$ cat src/rtl/servo_pwm_gen_pkg.sv
// Shared constants, widths and angle-to-pulse mapping for the servo PWM generator.
package servo_pwm_gen_pkg;

  localparam int unsigned ANGLE_W = 8;
  localparam int unsigned PULSE_W = 12;
  localparam int unsigned PROD_W  = 20;

  localparam int unsigned DEF_CLK_HZ    = 50000000;
  localparam int unsigned DEF_FRAME_US  = 20000;
  localparam int unsigned DEF_MIN_US    = 500;
  localparam int unsigned DEF_MAX_US    = 2500;
  localparam int unsigned DEF_MAX_ANGLE = 180;

  typedef logic [ANGLE_W-1:0] angle_t;
  typedef logic [PULSE_W-1:0] pulse_t;

  // Clock cycles per microsecond.
  function automatic int unsigned calc_div(input int unsigned clk_hz);
    return clk_hz / 1000000;
  endfunction

  // Microseconds per degree in 8.8 fixed point, truncated.
  function automatic int unsigned calc_scale(input int unsigned min_us, input int unsigned max_us,
                                             input int unsigned max_angle);
    return ((max_us - min_us) * 256) / max_angle;
  endfunction

  // Counter width able to hold 0..n-1, never narrower than one bit.
  function automatic int unsigned cnt_w(input int unsigned n);
    return (n > 1) ? $clog2(n) : 1;
  endfunction

  // Clamp the angle, then map linearly onto the pulse width in microseconds.
  function automatic pulse_t angle_to_us(input angle_t angle, input int unsigned min_us,
                                         input int unsigned max_angle, input int unsigned scale);
    angle_t              a;
    logic [PROD_W-1:0]   prod;
    a    = (32'(angle) > max_angle) ? ANGLE_W'(max_angle) : angle;
    prod = PROD_W'(a) * PROD_W'(scale);
    return PULSE_W'(min_us + 32'(prod >> 8));
  endfunction

endpackage

$ cat src/rtl/servo_us_tick.sv
// Prescaler dividing the system clock down to a one-microsecond tick.
module servo_us_tick
  import servo_pwm_gen_pkg::*;
#(
  parameter  int unsigned DIV   = 50,
  localparam int unsigned PRE_W = cnt_w(DIV)
) (
  input  logic             Clk,
  input  logic             Rst_n,
  output logic [PRE_W-1:0] pre_cnt,
  output logic             tick_c
);

  assign tick_c = (pre_cnt == PRE_W'(DIV - 1));

  always_ff @(posedge Clk or negedge Rst_n) begin
    if (!Rst_n)      pre_cnt <= '0;
    else if (tick_c) pre_cnt <= '0;
    else             pre_cnt <= pre_cnt + PRE_W'(1);
  end

endmodule

$ cat src/rtl/servo_pwm_gen.sv
// Hobby-servo PWM generator: frame counter, per-frame shadow of angle/enable, pulse compare.
module servo_pwm_gen
  import servo_pwm_gen_pkg::*;
#(
  parameter int unsigned CLK_HZ    = DEF_CLK_HZ,
  parameter int unsigned FRAME_US  = DEF_FRAME_US,
  parameter int unsigned MIN_US    = DEF_MIN_US,
  parameter int unsigned MAX_US    = DEF_MAX_US,
  parameter int unsigned MAX_ANGLE = DEF_MAX_ANGLE
) (
  input  logic               Clk,
  input  logic               Rst_n,
  input  logic [ANGLE_W-1:0] iAngle,
  input  logic               iEn,
  output logic               oPwm,
  output logic               oFrameStart,
  output logic [PULSE_W-1:0] oPulseUs,
  output logic               oClamped
);

  localparam int unsigned DIV   = calc_div(CLK_HZ);
  localparam int unsigned SCALE = calc_scale(MIN_US, MAX_US, MAX_ANGLE);
  localparam int unsigned PRE_W = cnt_w(DIV);
  localparam int unsigned US_W  = cnt_w(FRAME_US);

  logic [PRE_W-1:0] pre_cnt;
  logic             tick_c;
  logic [US_W-1:0]  us_cnt;
  logic [US_W-1:0]  us_cnt_nxt;
  logic             en_q;
  logic             en_nxt;
  logic             pwm_nxt;
  logic             fs_nxt;
  logic             clamp_nxt;
  pulse_t           pulse_nxt;
  logic             boundary_c;
  logic             fall_c;

  servo_us_tick #(.DIV(DIV)) u_tick (
    .Clk     (Clk),
    .Rst_n   (Rst_n),
    .pre_cnt (pre_cnt),
    .tick_c  (tick_c)
  );

  assign boundary_c = (pre_cnt == '0) && (us_cnt == '0);
  assign fall_c     = (pre_cnt == '0) && (32'(us_cnt) == 32'(oPulseUs));

  // Frame counter advance, boundary sampling and pulse shaping.
  always_comb begin
    us_cnt_nxt = us_cnt;
    en_nxt     = en_q;
    pulse_nxt  = oPulseUs;
    clamp_nxt  = oClamped;
    fs_nxt     = 1'b0;
    pwm_nxt    = oPwm & en_q;

    if (tick_c) begin
      us_cnt_nxt = (us_cnt == US_W'(FRAME_US - 1)) ? '0 : us_cnt + US_W'(1);
    end

    // The new frame's enable drives the output from its very first cycle.
    if (boundary_c) begin
      en_nxt    = iEn;
      pulse_nxt = angle_to_us(iAngle, MIN_US, MAX_ANGLE, SCALE);
      clamp_nxt = (32'(iAngle) > MAX_ANGLE);
      fs_nxt    = 1'b1;
      pwm_nxt   = iEn;
    end else if (fall_c) begin
      pwm_nxt   = 1'b0;
    end
  end

  always_ff @(posedge Clk or negedge Rst_n) begin
    if (!Rst_n) begin
      us_cnt      <= '0;
      en_q        <= 1'b0;
      oPulseUs    <= '0;
      oClamped    <= 1'b0;
      oFrameStart <= 1'b0;
      oPwm        <= 1'b0;
    end else begin
      us_cnt      <= us_cnt_nxt;
      en_q        <= en_nxt;
      oPulseUs    <= pulse_nxt;
      oClamped    <= clamp_nxt;
      oFrameStart <= fs_nxt;
      oPwm        <= pwm_nxt;
    end
  end

endmodule

$ cat config.mk
export PLATFORM = sky130hd
export DESIGN_NAME = servo_pwm_gen
export DESIGN_NICKNAME = d
export VERILOG_FILES = /design/src/rtl/servo_pwm_gen_pkg.sv /design/src/rtl/servo_us_tick.sv /design/src/rtl/servo_pwm_gen.sv
export SDC_FILE = /design/constraint.sdc
export NUM_CORES = 1
export LEC_CHECK = 0
export ABC_AREA = 1
export CAP_MARGIN = 20
export CORE_ASPECT_RATIO = 1.5
export CORE_UTILIZATION = 55
export CTS_CLUSTER_DIAMETER = 150
export CTS_CLUSTER_SIZE = 8
export DETAILED_ROUTE_END_ITERATION = 10
export HOLD_SLACK_MARGIN = 0.02
export PLACE_DENSITY = 0.82
export REMOVE_ABC_BUFFERS = 1
export SLEW_MARGIN = 10
export SYNTH_ARGS = -nofsm -noshare
export SYNTH_HDL_FRONTEND = slang
export SYNTH_SLANG_ARGS = --single-unit
$ cat constraint.sdc
create_clock -name Clk -period 1.7 [get_ports Clk]
set_clock_uncertainty 0.1 [all_clocks]
set_input_delay 0.255 -clock Clk [delete_from_list [all_inputs] [get_ports Clk]]
set_output_delay 0.255 -clock Clk [all_outputs]
set_load 0.02 [all_outputs]
==> out/results.txt, run 1 <==
status: did not finish
Exit stage: global routing (5_1_grt)
stop err: [ERROR GRT-0232] Routing congestion too high. Check the congestion heatmap in the GUI.
Die W: 70.96 um
global router's overall resource usage: 55.22%
port bufs: 25
initial core utilization: 56.87%
Clock Tree Buf Depth: 2
Netlist Area Pre-Place: 3923 um^2
Post-synth top flop: dfrtp_1
Worst endpoint type: register input
Post-DP HPWL: 8389 um
Num CTS Buffers: 5
fraction of registers with async set/reset: 100.0%
DP Area: 4933 um^2
most common cell in the netlist: nand2_1
CTS H-tree depth: 2
largest cells by area after synthesis: dfrtp_1, ha_1, nand2_1, inv_1, fa_1
post-synth top area cell: dfrtp_1
Die Y: 105.4 um
flops & latches, synth: 37
EDFF count, synth: 0
Synth Instances: 557
yosys warns: 0
CTS Sinks: 37
Commonest cells post-synth: nand2_1, inv_1, ha_1
post-GRT worst EP: oPulseUs[8]$_DFFE_PN0P_/D
gpl congestion: 0.9316
Cell variety after synth: 35
root buffer cell: clkbuf_8
Yosys top cell area share: 23.60%
gr ovfl total: 4
Avg Inst Size Synth: 7.042 um^2
sequential area share after synthesis: 23.60%
Ports: 26
largest net degree at the start of global routing: 18
Site Rows: 37
-- metal layers --
layer	GRT overflow	track usage, %
met2	1	86.54
met3	0	27.72
met4	3	54.00
met5	0	4.444
met1	0	49.63
-- stage by stage --
stage               cells  worst slack (ns)  setup TNS (ns)  hold slack [ns]  util [%]
detailed placement    746            -3.605          -40.18          0.09175     71.52
floorplan             550            -2.712          -28.10          -0.1406         -
global placement      746            -3.318          -36.59          0.08317     71.52
CTS                   778            -2.432          -26.66           0.3063     84.38
-- cell families after synthesis --
kind of cell	synth area share, %
and+or+nand+nor	31.77
AOI/OAI and AO/OA	5.519
adders and majority gates	22.58
other	0.09560
buffers and inverters	12.18
DFF	23.60
xor gates and xnor gates	4.242
-- what timing repair did --
item | 4_1_cts
buffers inserted | 22
gates cloned | 1
endpoints found under the hold margin | 15
hold buffers | 1
endpoints found under the setup margin | 25
gates resized for setup | 170
pin swaps | 61
==> run 2: changes to the inputs <==
--- a/config.mk
+++ b/config.mk
@@ -7,13 +7,9 @@
 export LEC_CHECK = 0
 export ABC_AREA = 1
 export CAP_MARGIN = 20
-export CORE_ASPECT_RATIO = 1.5
-export CORE_UTILIZATION = 55
-export CTS_CLUSTER_DIAMETER = 150
-export CTS_CLUSTER_SIZE = 8
+export CORE_UTILIZATION = 40
 export DETAILED_ROUTE_END_ITERATION = 10
-export HOLD_SLACK_MARGIN = 0.02
-export PLACE_DENSITY = 0.82
+export PLACE_DENSITY_LB_ADDON = 0.15
 export REMOVE_ABC_BUFFERS = 1
 export SLEW_MARGIN = 10
 export SYNTH_ARGS = -nofsm -noshare
==> constraint.sdc (replaced) <==
create_clock -name Clk -period 2.2 [get_ports Clk]
set_clock_uncertainty 0.1 [all_clocks]
set_input_delay 0.33 -clock Clk [delete_from_list [all_inputs] [get_ports Clk]]
set_output_delay 0.33 -clock Clk [all_outputs]
set_load 0.02 [all_outputs]
==> out/results.txt, run 2 <==
P_int: 3.549 mW
via/cell ratio: 4.738
Post-synth top flop: dfrtp_1
Site Rows: 35 (-5.4%)
fraction of registers with async set/reset: 100.0% (unchanged)
CP Capture Type: flop
count of final setup violators: 13
Cell variety after synth: 35 (unchanged)
Crit path buffers/inverters: 7
Ports: 26 (unchanged)
Compound-Gate Fraction of Synth Area: 5.518% (unchanged)
final net count: 764
Arrival @ worst endpoint: 4.35 ns
RSZ-0062 raised after global routing: yes
root buffer cell: clkbuf_8
Worst-Margin Slew: 0.8253 ns
final hold vios: 0
Num CTS Buffers: 5 (unchanged)
crit-path leading delay family: adder cells
max reg flops: 15
Peak Freq: 0.2341 GHz
Switch Pwr: 2.774 mW
critical path's largest stage delay: 0.52 ns
Post-DP HPWL: 7664 um (-8.6%)
sw frac: 43.88%
drt wl/cell: 12.93 um
CTS Sinks: 37 (unchanged)
cts hold-fix bufs: 0 (-1)
antenna-violating nets left: 0
clock slew at reported path FFs: 0.08 ns
post-synth top area cell: dfrtp_1
gpl congestion: 0.8499 (-8.8%)
Fill cells: 820
Setup WS post-layout: -2.071 ns
most frequent cells in the layout: nand2_1, inv_1, buf_4, nand2_2, dfrtp_1
min Tclk post-route: 4.271 ns
global router's overall resource usage: 21.59%
WL final: 10600 um
Relative slew margins: 44.98%
Die Y: 101.0 um (-4.2%)
VDD IR-drop max: 0.0004543 V
largest family of logic cells by synthesized area: simple AND/OR/NAND/NOR gates
Most flops, register: us_cnt
DRC: 0
EDFF count, synth: 0 (unchanged)
Hold Crit Class: input port to asynchronous set/reset pin
Via Count: 3885
later-pin clock latency in the skew report: 0.28 ns
violated checks: negative setup slack
commonest non-fill, non-tap cell in the layout: nand2_1
final worst-path cycle share: 194.1%
CTS H-tree depth: 2 (unchanged)
Setup Total Neg Slack: -23.81 ns
Die W: 101.0 um (+42%)
post-synthesis simple-gate area fraction: 31.77% (unchanged)
most common cell in the netlist: nand2_1
Netlist Area Pre-Place: 3923 um^2 (unchanged)
Power Total: 6.323 mW
gr ovfl total: 0
Crit Path Class: input port to flop
Core Region: 9371 um^2
Avg Inst Size Synth: 7.042 um^2 (unchanged)
yosys warns: 0 (unchanged)
die area: 10210 um^2
port bufs: 25 (unchanged)
sequential area share after synthesis: 23.60% (unchanged)
Max Slew Vio Count: 0
mux cell area share after synthesis: 0% (unchanged)
vias in the first global route: 3953
share of cells above drive strength 1: 37.63%
largest cells by area after synthesis: dfrtp_1, ha_1, nand2_1, inv_1, fa_1
max-cap viol count: 0
Worst Path Max Fanout: 4
status: complete, but fails checks
initial core utilization: 41.86% (-15 points)
Commonest cells post-synth: nand2_1, inv_1, ha_1
leakage: 3.167 nW
pwr dens: 1072 nW/um^2
Clock Tree Buf Depth: 2 (unchanged)
post-synthesis adder-cell area fraction: 22.58% (unchanged)
biggest regs: us_cnt: 15 flops, oPulseUs: 12 flops, u_tick.pre_cnt: 6 flops
largest net degree at the start of global routing: 38
flops & latches, synth: 37 (unchanged)
CTS tree: yes
initial antenna violation count: 0
first-pass GRT wire length: 17510 um
first drt pass iteration count: 4
Yosys top cell area share: 23.60% (unchanged)
Synth Instances: 557 (unchanged)
Layout area overhead: 50.34%
share of power burned in registers: 14.7%
ant diodes: 0
DRT iter0 DRCs: 55
area share of xor/xnor cells in the synthesized design: 4.242% (unchanged)
crit start category: input port
Critical Path RT: 2.28 ns
combinational power share: 75.8%
Crit-path slowest cell: fa_1
Clock power frac: 9.6%
## run 2: cell counts after synthesis
Identical to the previous run, type by type.
## run 2: per-layer routing
metal	GRT usage (%)	share of wire, %	up-vias
li1	-	-	2005
met5	0	0	-
met2	43.99	56	55
met3	1.526	1.6	31
met1	22.70	39	1794
met4	8.250	3.3	0
## run 2: cell families after synthesis
kind of cell,after synthesis
buffers and inverters,126
other,1
AND/OR/NAND/NOR,272
adder cells (fa/ha/maj),63
XOR/XNOR,19
AO/OA/AOI/OAI,39
flip-flops,37
## run 2: what timing repair did
item / in CTS / in global routing
buffers inserted: 33 / 3
setup endpoints to repair: 12 / 13
gates resized for setup: 145 / 43
pin swaps: 51 / 41
## run 2: worst paths after layout
check | start | end | cells after the start | slack (ns)
max in group asynchronous | Rst_n | us_cnt[11] | 1 | 1.43
min in group Clk | en_q | en_q | 2 | 0.39
setup / recovery | iAngle[3] | oPulseUs[10] | 27 | -2.07
hold reg to reg | en_q | en_q | 2 | 0.39
setup reg to reg | u_tick.pre_cnt[1] | us_cnt[11] | 10 | 0.27
hold / removal | Rst_n | u_tick.pre_cnt[1] | 1 | 0.04
## run 2: area by class of cell
cell class | count | area (um^2) | share of cell area (%)
clock buffer | 6 | 82.58 | 1.400
clock inverter | 2 | 37.54 | 0.6365
inverter | 119 | 450.4 | 7.638
multi-input combinational | 394 | 3126 | 53.00
sequential | 37 | 925.9 | 15.70
tap | 129 | 161.4 | 2.737
timing repair buffer | 133 | 1114 | 18.88
## run 2: per-stage QoR
step | worst slack, ns | utilization (%) | hold WS (ns) | std cells | area [um^2]
finish | -2.071 | 62.92 | 0.03935 | 820 | 5897
global route | -2.267 | 62.92 | 0.1094 | 820 | 5897
CTS | -1.962 | 60.73 | 0.07014 | 817 | 5692
detailed placement | -3.083 | 51.72 | 0.3777 | 777 | 4847
global placement | -2.908 | 51.72 | 0.3734 | 777 | 4847
floorplan | -2.287 | - | -0.06559 | 550 | 3892
## run 2: power groups by stage
stage          clock network (mW)  logic (mW)  registers, mW
2_1_floorplan                   0        1.80           1.04
3_3_place_gp                    0        3.35          0.934
3_5_place_dp                    0        3.39          0.941
4_1_cts                     0.627        4.33          0.929
5_1_grt                     0.652        5.26          0.940
6_report                    0.606        4.79          0.927
Power figures use the tool's default switching activity.
==> run 3: changes to the inputs <==
--- a/config.mk
+++ b/config.mk
@@ -9,6 +9,7 @@
 export CAP_MARGIN = 20
 export CORE_UTILIZATION = 40
 export DETAILED_ROUTE_END_ITERATION = 10
+export GPL_ROUTABILITY_DRIVEN = 0
 export PLACE_DENSITY_LB_ADDON = 0.15
 export REMOVE_ABC_BUFFERS = 1
 export SLEW_MARGIN = 10
==> results of run 3 <==
The final DEF is identical to that of run 2; final timing and power are the same.
